==> config.mk <==
export PLATFORM = sky130hd
export DESIGN_NAME = encoder_8_to_3_serial
export DESIGN_NICKNAME = d
export VERILOG_FILES = /design/src/rtl/encoder_8_to_3_serial_pkg.sv /design/src/rtl/encoder_8_to_3_serial_prio_enc_8.sv /design/src/rtl/encoder_8_to_3_serial.sv
export SDC_FILE = /design/constraint.sdc
export NUM_CORES = 1
export LEC_CHECK = 0
export BUFFER_PORTS_ARGS = -buffer_cell sky130_fd_sc_hd__buf_2
export CORE_MARGIN = 5
export CORE_UTILIZATION = 52
export DETAILED_ROUTE_END_ITERATION = 10
export PLACE_DENSITY = 0.75
export RECOVER_POWER = 100
export SLEW_MARGIN = 20
export SYNTH_ARGS = -nofsm -noshare
export SYNTH_HDL_FRONTEND = slang
export SYNTH_SLANG_ARGS = --single-unit
==> constraint.sdc <==
create_clock -name clk -period 2 [get_ports clk]
set_input_delay 0.4 -clock clk [delete_from_list [all_inputs] [get_ports clk]]
set_output_delay 0.4 -clock clk [all_outputs]
set_load 0.02 [all_outputs]
==> src/rtl/encoder_8_to_3_serial_pkg.sv <==
// Shared types, widths and helpers for the serial 8-to-3 encoder.
package encoder_8_to_3_serial_pkg;

    localparam int VEC_W = 8;
    localparam int IDX_W = 3;
    localparam int CNT_W = 4;

    typedef enum logic {
        IDLE = 1'b0,
        EMIT = 1'b1
    } state_t;

    function automatic logic [CNT_W-1:0] popcount8(input logic [VEC_W-1:0] v);
        logic [CNT_W-1:0] cnt;
        cnt = '0;
        for (int i = 0; i < VEC_W; i++) begin
            cnt = cnt + {{(CNT_W-1){1'b0}}, v[i]};
        end
        return cnt;
    endfunction

endpackage

==> src/rtl/encoder_8_to_3_serial_prio_enc_8.sv <==
// Fixed 8-way priority encoder: selects the lowest (or highest) set bit and
// reports its index, a one-hot mask of it, and whether at most one bit is set.
module prio_enc_8
    import encoder_8_to_3_serial_pkg::*;
#(
    parameter int MSB_FIRST = 0
) (
    input  logic [VEC_W-1:0] vec,
    output logic [IDX_W-1:0] idx,
    output logic [VEC_W-1:0] onehot_mask,
    output logic             at_most_one
);

    logic [VEC_W-1:0] scan_vec;
    logic [VEC_W-1:0] scan_mask;
    logic [IDX_W-1:0] scan_idx;

    // Highest-first is handled by bit-reversing around a lowest-set-bit isolator.
    genvar gi;
    generate
        for (gi = 0; gi < VEC_W; gi++) begin : g_scan
            if (MSB_FIRST != 0) begin : g_flip
                assign scan_vec[gi]    = vec[VEC_W-1-gi];
                assign onehot_mask[gi] = scan_mask[VEC_W-1-gi];
            end else begin : g_keep
                assign scan_vec[gi]    = vec[gi];
                assign onehot_mask[gi] = scan_mask[gi];
            end
        end
    endgenerate

    assign scan_mask   = scan_vec & (~scan_vec + 8'd1);
    assign scan_idx[0] = |(scan_mask & 8'hAA);
    assign scan_idx[1] = |(scan_mask & 8'hCC);
    assign scan_idx[2] = |(scan_mask & 8'hF0);

    always_comb begin
        idx = scan_idx;
        if (vec == '0) begin
            idx = '0;
        end else if (MSB_FIRST != 0) begin
            idx = 3'd7 - scan_idx;
        end
    end

    assign at_most_one = ((vec & (vec - 8'd1)) == 8'd0);

endmodule

==> src/rtl/encoder_8_to_3_serial.sv <==
// Serialises the set bits of an 8-bit request vector into one 3-bit index
// per output beat, with valid/ready handshakes on both sides.
module encoder_8_to_3_serial
    import encoder_8_to_3_serial_pkg::*;
#(
    parameter int MSB_FIRST = 0
) (
    input  logic             clk,
    input  logic             rst,
    input  logic             in_valid,
    output logic             in_ready,
    input  logic [VEC_W-1:0] X,
    output logic             out_valid,
    input  logic             out_ready,
    output logic [IDX_W-1:0] Y,
    output logic             out_last,
    output logic             out_none,
    output logic             out_multi,
    output logic [CNT_W-1:0] out_count
);

    state_t           state_q, state_d;
    logic [VEC_W-1:0] pend_q, pend_d;
    logic             multi_q, multi_d;
    logic [CNT_W-1:0] count_q, count_d;

    logic [IDX_W-1:0] sel_idx;
    logic [VEC_W-1:0] sel_mask;
    logic             sel_last;
    logic [CNT_W-1:0] x_count;

    prio_enc_8 #(
        .MSB_FIRST (MSB_FIRST)
    ) u_prio (
        .vec         (pend_q),
        .idx         (sel_idx),
        .onehot_mask (sel_mask),
        .at_most_one (sel_last)
    );

    assign x_count = popcount8(X);

    always_ff @(posedge clk or posedge rst) begin
        if (rst) begin
            state_q <= IDLE;
            pend_q  <= '0;
            multi_q <= 1'b0;
            count_q <= '0;
        end else begin
            state_q <= state_d;
            pend_q  <= pend_d;
            multi_q <= multi_d;
            count_q <= count_d;
        end
    end

    always_comb begin
        state_d = state_q;
        pend_d  = pend_q;
        multi_d = multi_q;
        count_d = count_q;
        case (state_q)
            IDLE: begin
                if (in_valid) begin
                    pend_d  = X;
                    count_d = x_count;
                    multi_d = (x_count > 4'd1);
                    state_d = EMIT;
                end
            end
            EMIT: begin
                if (out_ready) begin
                    pend_d = pend_q & ~sel_mask;
                    if (sel_last) begin
                        state_d = IDLE;
                    end
                end
            end
            default: state_d = IDLE;
        endcase
    end

    // Outputs depend only on registered state, so out_ready never reaches in_ready.
    always_comb begin
        in_ready  = (state_q == IDLE);
        out_valid = (state_q == EMIT);
        Y         = '0;
        out_last  = 1'b0;
        out_none  = 1'b0;
        out_multi = 1'b0;
        out_count = '0;
        if (state_q == EMIT) begin
            Y         = sel_idx;
            out_last  = sel_last;
            out_none  = (pend_q == '0);
            out_multi = multi_q;
            out_count = count_q;
        end
    end

endmodule
# Word level (Yosys, flattened, before mapping)
# Index checks and enable logic that the tools add are counted.
# W data, S select, Z words.
dict set report classes {
  addsub 9
  mul 0
  div 0
  n_lt_le_gt_ge 1
  n_eq_ne 2
  n_shift 0
  mux 13
  bitwise_logic 6
  reduce_logical 7
}
# op n
set op_table {}
lappend op_table {{$and A8 B8 Y8} 3}
lappend op_table {{$add A4 B1 Y4} 4}
lappend op_table {{$logic_not A8 Y1} 2}
lappend op_table {{$mux W8} 2}
lappend op_table {{$not A8 Y8} 2}
lappend op_table {{$pmux W8 S2} 1}
lappend op_table {{$reduce_or A4 Y1} 3}
lappend op_table {{$add A8 B1 Y8 const B} 1}
lappend op_table {{$sub A8 B1 Y8 const B} 1}
lappend op_table {{$mux W1} 6}
lappend op_table {{$mux W3} 2}
lappend op_table {{$add A3 B1 Y4} 1}
lappend op_table {{$gt A4 B1 Y1 const B} 1}
lappend op_table {{$mux W4} 1}
lappend op_table {{$ne A2 B2 Y1 const B} 2}
lappend op_table {{$reduce_and A2 Y1} 2}
lappend op_table {{$add A2 B1 Y3} 1}
lappend op_table {{$add A1 B1 Y2} 1}
lappend op_table {{$pmux W1 S2} 1}
lappend op_table {{$not A1 Y1} 1}
dict set report word_totals {
  reg_bits 14
  latch_bits 0
  ramBits 0
  rom_bits 0
  out_inout_bits 12
  word_cells 42
  mem_count 0
}

# Logic depth before layout (Yosys ltp)
# Gate-level depths: netlist of run 1.
dict set report depth {
  ltp_word 8
  mapped_depth 11
}

# Hierarchy
# A second synthesis of run 1 with hierarchy kept.
dict set report unflattened {
  cells_unflattened 131
  hier_area_um2 1096.1
}
# module instances cells_each area_each_um2 seq_area_each_um2
set by_module_without_submodules {}
lappend by_module_without_submodules {encoder_8_to_3_serial 1 97 869.6 350.3}
lappend by_module_without_submodules {prio_enc_8 1 34 226.5 0.0}

# Worst setup path after synthesis of run 1
# OpenSTA, ideal clock, no wires.
dict set report synth_path {
  path_kind {input to register}
  startpoint {input X[0]}
  endpoint {register multi_q}
  setup_ns 0.121
  arrival_ns 2.836
  required_time_ns 1.879
  slack_ns -0.957
  stages 11
  n_path_buf 0
  cell_sequence {fa_1 > inv_1 > fa_1 > fa_1 > inv_1 > ha_1 > inv_1 > fa_1 > nor2b_1 > a21oi_1 > o22a_1}
}
dict set report synth_via {
  elab_chain_cells 8
}
# item line_no
set synth_lines {}
lappend synth_lines {{from (decl)} encoder_8_to_3_serial.sv:12} ;# input logic [VEC_W-1:0] X,
lappend synth_lines {{$add A1 B1 Y2} encoder_8_to_3_serial_pkg.sv:17} ;# cnt = cnt + {{(CNT_W-1){1'b0}}, v[i]};
lappend synth_lines {{$add A2 B1 Y3} encoder_8_to_3_serial_pkg.sv:17}
lappend synth_lines {{$add A3 B1 Y4} encoder_8_to_3_serial_pkg.sv:17}
lappend synth_lines {{$add A4 B1 Y4 (4 in series)} encoder_8_to_3_serial_pkg.sv:17}
lappend synth_lines {{$gt A4 B1 Y1} encoder_8_to_3_serial.sv:67} ;# multi_d = (x_count > 4'd1);
lappend synth_lines {{to (signal assigned)} encoder_8_to_3_serial.sv:52} ;# multi_q <= multi_d;
lappend synth_lines {{to (decl)} encoder_8_to_3_serial.sv:24} ;# logic multi_q, multi_d;
# Every way passes these cells.
# A chain may end at the register's enable or synchronous reset.

# Worst setup path in the final report of run 1
# Same ends and word-level chain as after synthesis.

==> impl_summary.md, run 1 <==
Routing
The count of nets left with antenna violations once routing finished came out at 0. The remaining routing DRC violations is 0. In this run, the number of DRC markers left after iteration 0 of detailed routing was 29. The final route contains 964 vias. In the routed layout, each cell is associated on average with a via count of 5.48.

The first-pass iteration count of the detailed router is 4. The average detailed-routed wire length per instance is 14.4 um. The final wirelength is 2.53 mm.

Floorplan
The initial standard-cell utilization of the core is 0.560. The number of rows in the core area is 15. The vertical die dimension is 53.6 um. The core region is 0.00176 mm^2.

24 I/O pins were placed. The floorplan step set the die width to 53.6 um. The die covers 0.00287 mm^2.

Placement
Port buffering added 23 buffers. The placer congestion estimate is 0.813. The half-perimeter wire length after placement is 1.87 mm.

Power
The peak supply drop is 1.12 mV. The total power is 1.97 mW. For this design the ratio of total power to cell area is 1540 mW/mm^2. In this run the static leakage power is 0.658 nW.

Worst setup path
The cell that appears most often on the critical path is sky130_fd_sc_hd__fa_1. The maximum fanout encountered on the critical timing path is 2. Among all stages on the critical path, the largest delay is contributed by sky130_fd_sc_hd__fa_1.

Broken down by cell family, the worst path's largest delay share belongs to adder cells. On the worst path, the slowest cell contributes a delay of 0.52 ns. In this run the number of cells on the critical path is 12.

The critical path goes through buf_6, fa_1, inv_1, fa_1, fa_1, inv_2, ha_4, inv_2, fa_2, nor2b_4, a21oi_2, o22a_1. The startpoint type of the worst setup path is a primary input. The worst endpoint required time is 2.18 ns. The number of buffer and inverter instances along the worst setup path is 4. The setup check on the worst reg-to-reg path leaves a slack of 0.18 ns.

The critical path data arrival time is 2.99 ns. For the worst flop-to-flop path, the logic depth is 5. The worst setup path is captured at a register. The critical path in this run is classified as in2reg.

CTS
The clock tree from TritonCTS is done. The number of sinks driven by the clock tree is 14. The hold-fix buffer count after cts is 0. The maximum buffer depth of the clock tree is 2. In this run the number of H-tree levels came out at 1. After clock tree synthesis, the clock-pin slew on the worst setup and hold paths is 0.09 ns.

The root cell of the clock tree is sky130_fd_sc_hd__clkbuf_4. The clock buffer count from CTS is 3. For the worst-skew pair, the clock arrives at the later sink with an insertion delay of 0.29 ns.

Timing
Setup repair after global routing could not meet its margin everywhere. Of the available clock period, the critical path in the final layout requires 1.41. The count of final max-slew check failures is 0.

Once routing completed, OpenROAD measured the worst setup slack at -0.815 ns. The number of endpoints with negative hold slack in the final report is 0. The total negative setup slack is -4.59 ns. The worst pin sits at a relative slew slack of 0.470. Across the routed clock network, the largest skew measured is 0.0100 ns. The top achievable clock speed is 0.355 GHz. The actual transition at the worst max-transition pin is 0.788 ns.

Across all hold checks on the routed design, the worst slack comes to 0.130 ns. The minimum period implied by the final worst setup slack is 2.82 ns. The count of endpoints failing setup in the final report is 9.

Outcome
The run finished, with violations left. The final reports fail on setup timing.

Logic synthesis
Among all flip-flop cells after synthesis, the most frequent one is sky130_fd_sc_hd__dfrtp_1. The synthesized design contains 0 enable-type register cells. The most area-hungry cell type in the Yosys netlist is sky130_fd_sc_hd__dfrtp_1. In the post-synthesis netlist, the biggest area contributors are sky130_fd_sc_hd__dfrtp_1 35%, sky130_fd_sc_hd__fa_1 8.1%, sky130_fd_sc_hd__inv_1 6.5%. Averaged over all synthesized cells, the footprint is 8.60 um^2. The number of different library cells used by synthesis comes to 36. Of the synthesized area, sequential elements account for 0.354. The share of synthesized area in the top cell type comes to 0.354.

Ranked by instance count, the synthesized netlist is headed by 17 x sky130_fd_sc_hd__inv_1, 14 x sky130_fd_sc_hd__dfrtp_1, 14 x sky130_fd_sc_hd__nand2_1. During synthesis, Yosys emitted a total of 0 warnings. The most frequently used cell type in the post-synthesis netlist is sky130_fd_sc_hd__inv_1. The total nets after synthesis is 134. The total of flip-flops plus latches after synthesis is 14.

Counting every instance in the synthesized netlist gives 115. For this run, asynchronously set or reset flops after synthesis account for 1.00. After synthesis the cells add up to 988 um^2.

Cells and area
The proportion of layout cells with a drive suffix above 1 is 0.305. In the final design database the tool counted 172 nets. The total inserted antenna cells is 0. The number of filler cells placed in the layout is 145. Relative to the synthesized area, the layout overhead comes to 29.4%.

Hold path
The tightest min-delay check is of the in2async type.

GRT
The total overflow reported by the global router is 0. Across every metal layer, demand over resource in global routing totals 0.211. The initial antenna violation count was 0.

Entering global routing, the biggest net connects 15 pins. The via count of the first global-routing pass was 992. The first global-routing pass estimated 4.30 mm of wire.

Flow run
The total of max-cap violations is 0.
worst register-to-register path, stage by stage, from the launching register on:
cell                       delay, ns
sky130_fd_sc_hd__dfrtp_2        0.44
sky130_fd_sc_hd__nor4_1         0.71
sky130_fd_sc_hd__buf_4          0.23
sky130_fd_sc_hd__nand3b_1       0.07
sky130_fd_sc_hd__a21oi_1        0.16
sky130_fd_sc_hd__o22ai_1        0.09
metrics by stage:
step,std cells,setup WS (ns),utilization,cell area [um^2]
after global routing,176,-0.935,0.725,1280
after global placement,171,-1.08,0.691,1220
final,176,-0.815,0.725,1280
after CTS,176,-0.821,0.738,1300
after floorplan,115,-0.906,-,1000
after detailed placement,171,-1.19,0.691,1220
cells by family (layout without fill, tap and decap cells):
logic type / Yosys count / in the layout / share of synthesized area
AO/OA/AOI/OAI: 34 / 34 / 0.228
adder cells (fa/ha/maj): 7 / 7 / 0.119
buffers and inverters: 20 / 56 / 0.0772
flip-flops: 14 / 14 / 0.354
multiplexers: 1 / 1 / 0.0101
AND/OR/NAND/NOR: 39 / 39 / 0.211
state kept, by name, indices dropped and copies added (netlist names):
signal and cells:
out_valid 1, multi_q 1, pend_q 8, count_q 4
worst paths after layout:
| path | startpoint | to |
|---|---|---|
| max | X[0] | multi_q |
| min | rst | out_valid |
| max reg2reg | pend_q[3] | pend_q[5] |
| min reg2reg | count_q[2] | count_q[2] |
| max in group asynchronous | rst | pend_q[3] |
| min in group clk | X[6] | pend_q[6] |
timing repair:
action	CTS	global route
pin swaps	2	0
resized for setup	13	2
setup endpoints to repair	8	9
cloned	0	0
buffers inserted	2	0
routing by layer:
| metal | global-route usage | wire (um) | vias to the layer above |
|---|---|---|---|
| met1 | 0.256 | 1130 | 468 |
| met2 | 0.373 | 1270 | 22 |
| met3 | 0.0360 | 101 | 4 |
| met4 | 0.0766 | 30 | 0 |
| li1 | - | - | 470 |
| met5 | 0 | 0 | - |
area by class of cell:
class	count	area (um^2)	area share
multi-input cells	81	601	0.470
well taps	25	31.3	0.0245
inverters	17	63.8	0.0499
repair buffers	36	209	0.163
clock buffers	3	22.5	0.0176
flip-flops and latches	14	352	0.275
power by group:
part / internal (mW) / leakage, nW / switching, mW
Combinational: 0.523 / 0.469 / 0.735
Sequential: 0.405 / 0.175 / 0.148
Clock: 0.0701 / 0.0138 / 0.0935
layout by cell type (no fill, tap or decap), types with 3 or more instances in the layout:
master / Yosys / final
sky130_fd_sc_hd__inv_1: 17 / 15
sky130_fd_sc_hd__a21oi_1: 8 / 7
sky130_fd_sc_hd__clkbuf_1: 2 / 7
sky130_fd_sc_hd__nand2_1: 14 / 13
sky130_fd_sc_hd__clkbuf_4: 0 / 3
sky130_fd_sc_hd__nor2_1: 7 / 7
sky130_fd_sc_hd__fa_1: 4 / 3
sky130_fd_sc_hd__dfrtp_1: 14 / 13
sky130_fd_sc_hd__o21ai_0: 7 / 6
sky130_fd_sc_hd__buf_2: 1 / 17
sky130_fd_sc_hd__and2_1: 5 / 4
sky130_fd_sc_hd__buf_4: 0 / 10
Note: power is estimated with default switching activity, not from simulation.
==> inputs of run 2 (changes only) <==
- PLACE_DENSITY: 0.75 -> 0.78
==> run 2 against run 1 <==
Effect of this change: the run still ends with setup timing left; first-iteration DRC count increased by 45%; power rose by 0.58%; clock skew shrank 0.0061 ns; non-clock buffer count grew 1; global-route usage shrank 0.78 points; worst hold slack better by 0.012 ns; sequential power grew 3%; clock power barely moved.
==> impl_summary.md, run 2 (synthesis gave the netlist of run 1 again) <==
Outcome
The flow ran to the end, but the final reports show violations. The checks that failed: setup timing.

Flow run
Across the run, the number of max-cap violations was 0.

Placement
The worst setup slack after placement is -1.17 ns. At the end of routability-driven placement, the weighted congestion stood at 0.832. In this run the tool buffered the top-level ports with 23 buffer cells.

The half-perimeter wire length after placement is 1.92 mm.

Cells and area
The flip-flop count of the largest register, all copies and words added is 8. 0 antenna diodes ended up in the layout. In the layout the commonest cells are 20 x sky130_fd_sc_hd__buf_2, 14 x sky130_fd_sc_hd__inv_1, 13 x sky130_fd_sc_hd__nand2_1, 13 x sky130_fd_sc_hd__dfrtp_1, 13 x sky130_fd_sc_hd__buf_4.

The register containing the most flip-flops in the final layout is pend_q. At the end of the flow, the number of nets in the layout was 173. Summing all multi-input logic gate instances after layout gives 594 um^2. In the final layout, flip-flops and latches occupy 352 um^2. In the final layout, the registers with the most flip-flops are pend_q: 8 flops, count_q: 4 flops.

In the final layout, the share of cells above drive strength 1 is 0.355. Relative to the synthesized area, the layout overhead comes to 30.5%. Fill cells in the final layout number 146.

The most frequent standard cell in the layout excluding fill and tap cells is sky130_fd_sc_hd__buf_2.

GRT
The via count of the first global-routing pass is 923. Summed over all layers, the global routing overflow is 0. The first-pass GRT wire length is 4.13 mm.

The initial antenna violation count is 0. The maximum number of pins on one net before global-route repair is 18. The combined global-route utilization of all metal layers is 0.203.

Worst setup path
At the worst endpoint, the required time is 2.18 ns. In this run the worst path has a maximum fanout of 2. The stage delay of the slowest cell on the critical path is 0.56 ns. The startpoint type of the worst setup path is a primary input. The slowest library cell on the worst path is sky130_fd_sc_hd__fa_1. Traced cell by cell, the critical path runs through buf_8, fa_1, inv_2, fa_1, fa_1, inv_2, ha_4, inv_2, fa_2, nand2_1, o22a_1.

Data arrives at the worst endpoint at 3.01 ns. The endpoint class of the critical path is a register. Counting both buffers and inverters, the worst setup path holds a total of 4. The kind of critical path is in2reg. The category of cells accounting for the largest share of critical-path delay is adder cells.

Floorplan
The area of the placeable core is 0.00176 mm^2. The die covers 0.00287 mm^2. For this configuration, the core starts out at a cell density of 0.560. The number of rows in the core area is 15. The boundary pin count is 24. The die width is 53.6 um. The vertical die dimension is 53.6 um.

Timing
Setup repair after global routing could not meet its margin everywhere. The final clock skew is 0.00393 ns. The number of endpoints with negative hold slack in the final report is 0. The count of endpoints failing setup in the final report is 9. On the final layout, the worst hold slack is 0.142 ns. Across all setup checks in the final design, the least slack found is -0.835 ns. At the pin with the least slew margin, the transition time is 0.802 ns. The top achievable clock speed is 0.353 GHz. The count of final max-slew check failures is 0. In the finished design, the share of the clock period the worst path needs comes to 1.42. The minimum period implied by the final worst setup slack is 2.84 ns. The relative max-transition margin is 0.460.

CTS
TritonCTS built the clock tree. At the later pin of the worst-skew pair, clock insertion delay measures 0.29 ns. No sink is reached through more buffers than the 2 on the longest clock path.

The clock buffer count from CTS is 3. The cell sitting at the root of the clock tree is a sky130_fd_sc_hd__clkbuf_4. The number of sinks driven by the clock tree is 14. The count of H-tree levels built during CTS is 1. The hold-fix buffer count after cts is 0. The clock-pin slew of the registers on the worst-case setup and hold paths is 0.08 ns.

Routing
The total number of vias is 1001. The final wirelength is 2.50 mm. Dividing the detail-routed via count by the number of cells gives 5.66. The initial detailed-routing violation count is 42. The remaining routing DRC violations is 0. The first-pass iteration count of the detailed router is 4. Once detail routing completed, the nets flagged for antenna violations numbered 0. The average detailed-routed wire length per instance is 14.1 um.

Power
VDD sags by at most 1.00 mV. Dividing total power by cell area gives a power density of 1540 mW/mm^2. Of the total power, the share spent switching nets is 0.490. The share of total power dissipated in the clock network is 0.081.

The switching power is 0.972 mW. Summed over all cells, the static leakage comes to 0.679 nW. The combinational cell fraction of total power is 0.632.

The share of total power dissipated in sequential elements is 0.286. The cell-internal power is 1.01 mW.

Hold path
The path type of the worst min-delay path is in2async.
[run 2: cell types whose count changed in the layout (fill, tap and decap cells not counted), sizes merged]
cell	before	now
buf	29	34
clkbuf	10	6
[run 2: final cells by class]
| type | instances | share of cell area |
|---|---|---|
| Inverter | 17 | 0.0495 |
| Sequential cell | 14 | 0.273 |
| Multi-Input combinational cell | 81 | 0.461 |
| Timing Repair Buffer | 37 | 0.176 |
| Clock buffer | 3 | 0.0175 |
| Tap cell | 25 | 0.0242 |
[run 2: per-layer routing]
layer,track usage,vias up,routed length [um],share of wire
li1,-,469,-,-
met1,0.258,489,1030,0.41
met2,0.337,38,1250,0.50
met3,0.0360,5,178,0.071
met4,0.0894,0,44,0.018
met5,0,-,0,0
[run 2: power by group through the flow]
stage / clock [mW] / sequential (mW) / combinational (mW)
CTS: 0.168 / 0.573 / 1.26
detailed placement: 0 / 0.584 / 1.15
floorplan: 0 / 0.534 / 0.841
finish: 0.162 / 0.569 / 1.26
global route: 0.178 / 0.594 / 1.38
global placement: 0 / 0.574 / 1.11
[run 2: worst paths after layout]
path	start	to	slack, ns	depth (start not counted)
min in group clk	X[2]	pend_q[2]	0.39	2
min	rst	pend_q[2]	0.14	2
max in group asynchronous	rst	pend_q[3]	1.47	2
max reg2reg	pend_q[1]	pend_q[5]	0.14	5
max	X[0]	multi_q	-0.84	11
min reg2reg	count_q[0]	count_q[0]	0.47	2
[run 2: through the flow]
step           TNS (ns)  cells  utilization  power (mW)  area (um^2)
2_1_floorplan     -3.33    115            -        1.38         1000
3_3_place_gp      -4.44    169        0.683        1.69         1200
3_5_place_dp      -4.82    169        0.683        1.73         1200
4_1_cts           -3.40    176        0.730        2.00         1290
5_1_grt           -5.63    177        0.731        2.15         1290
6_report          -4.70    177        0.731        1.99         1290
[run 2: worst register-to-register path: cells and delay by family, from the launching register on]
family,cells,cell delay [ns]
AO/OA/AOI/OAI,2,0.26
flip-flops,1,0.44
AND/OR/NAND/NOR,2,0.80
buffers and inverters,1,0.23
[run 2: timing repair]
action / in CTS / in global routing
setup endpoints to repair: 8 / 10
setup buffers: 4 / 1
hold endpoints to repair: 0 / 0
gates resized for setup: 10 / 5
pin swaps: 2 / 2
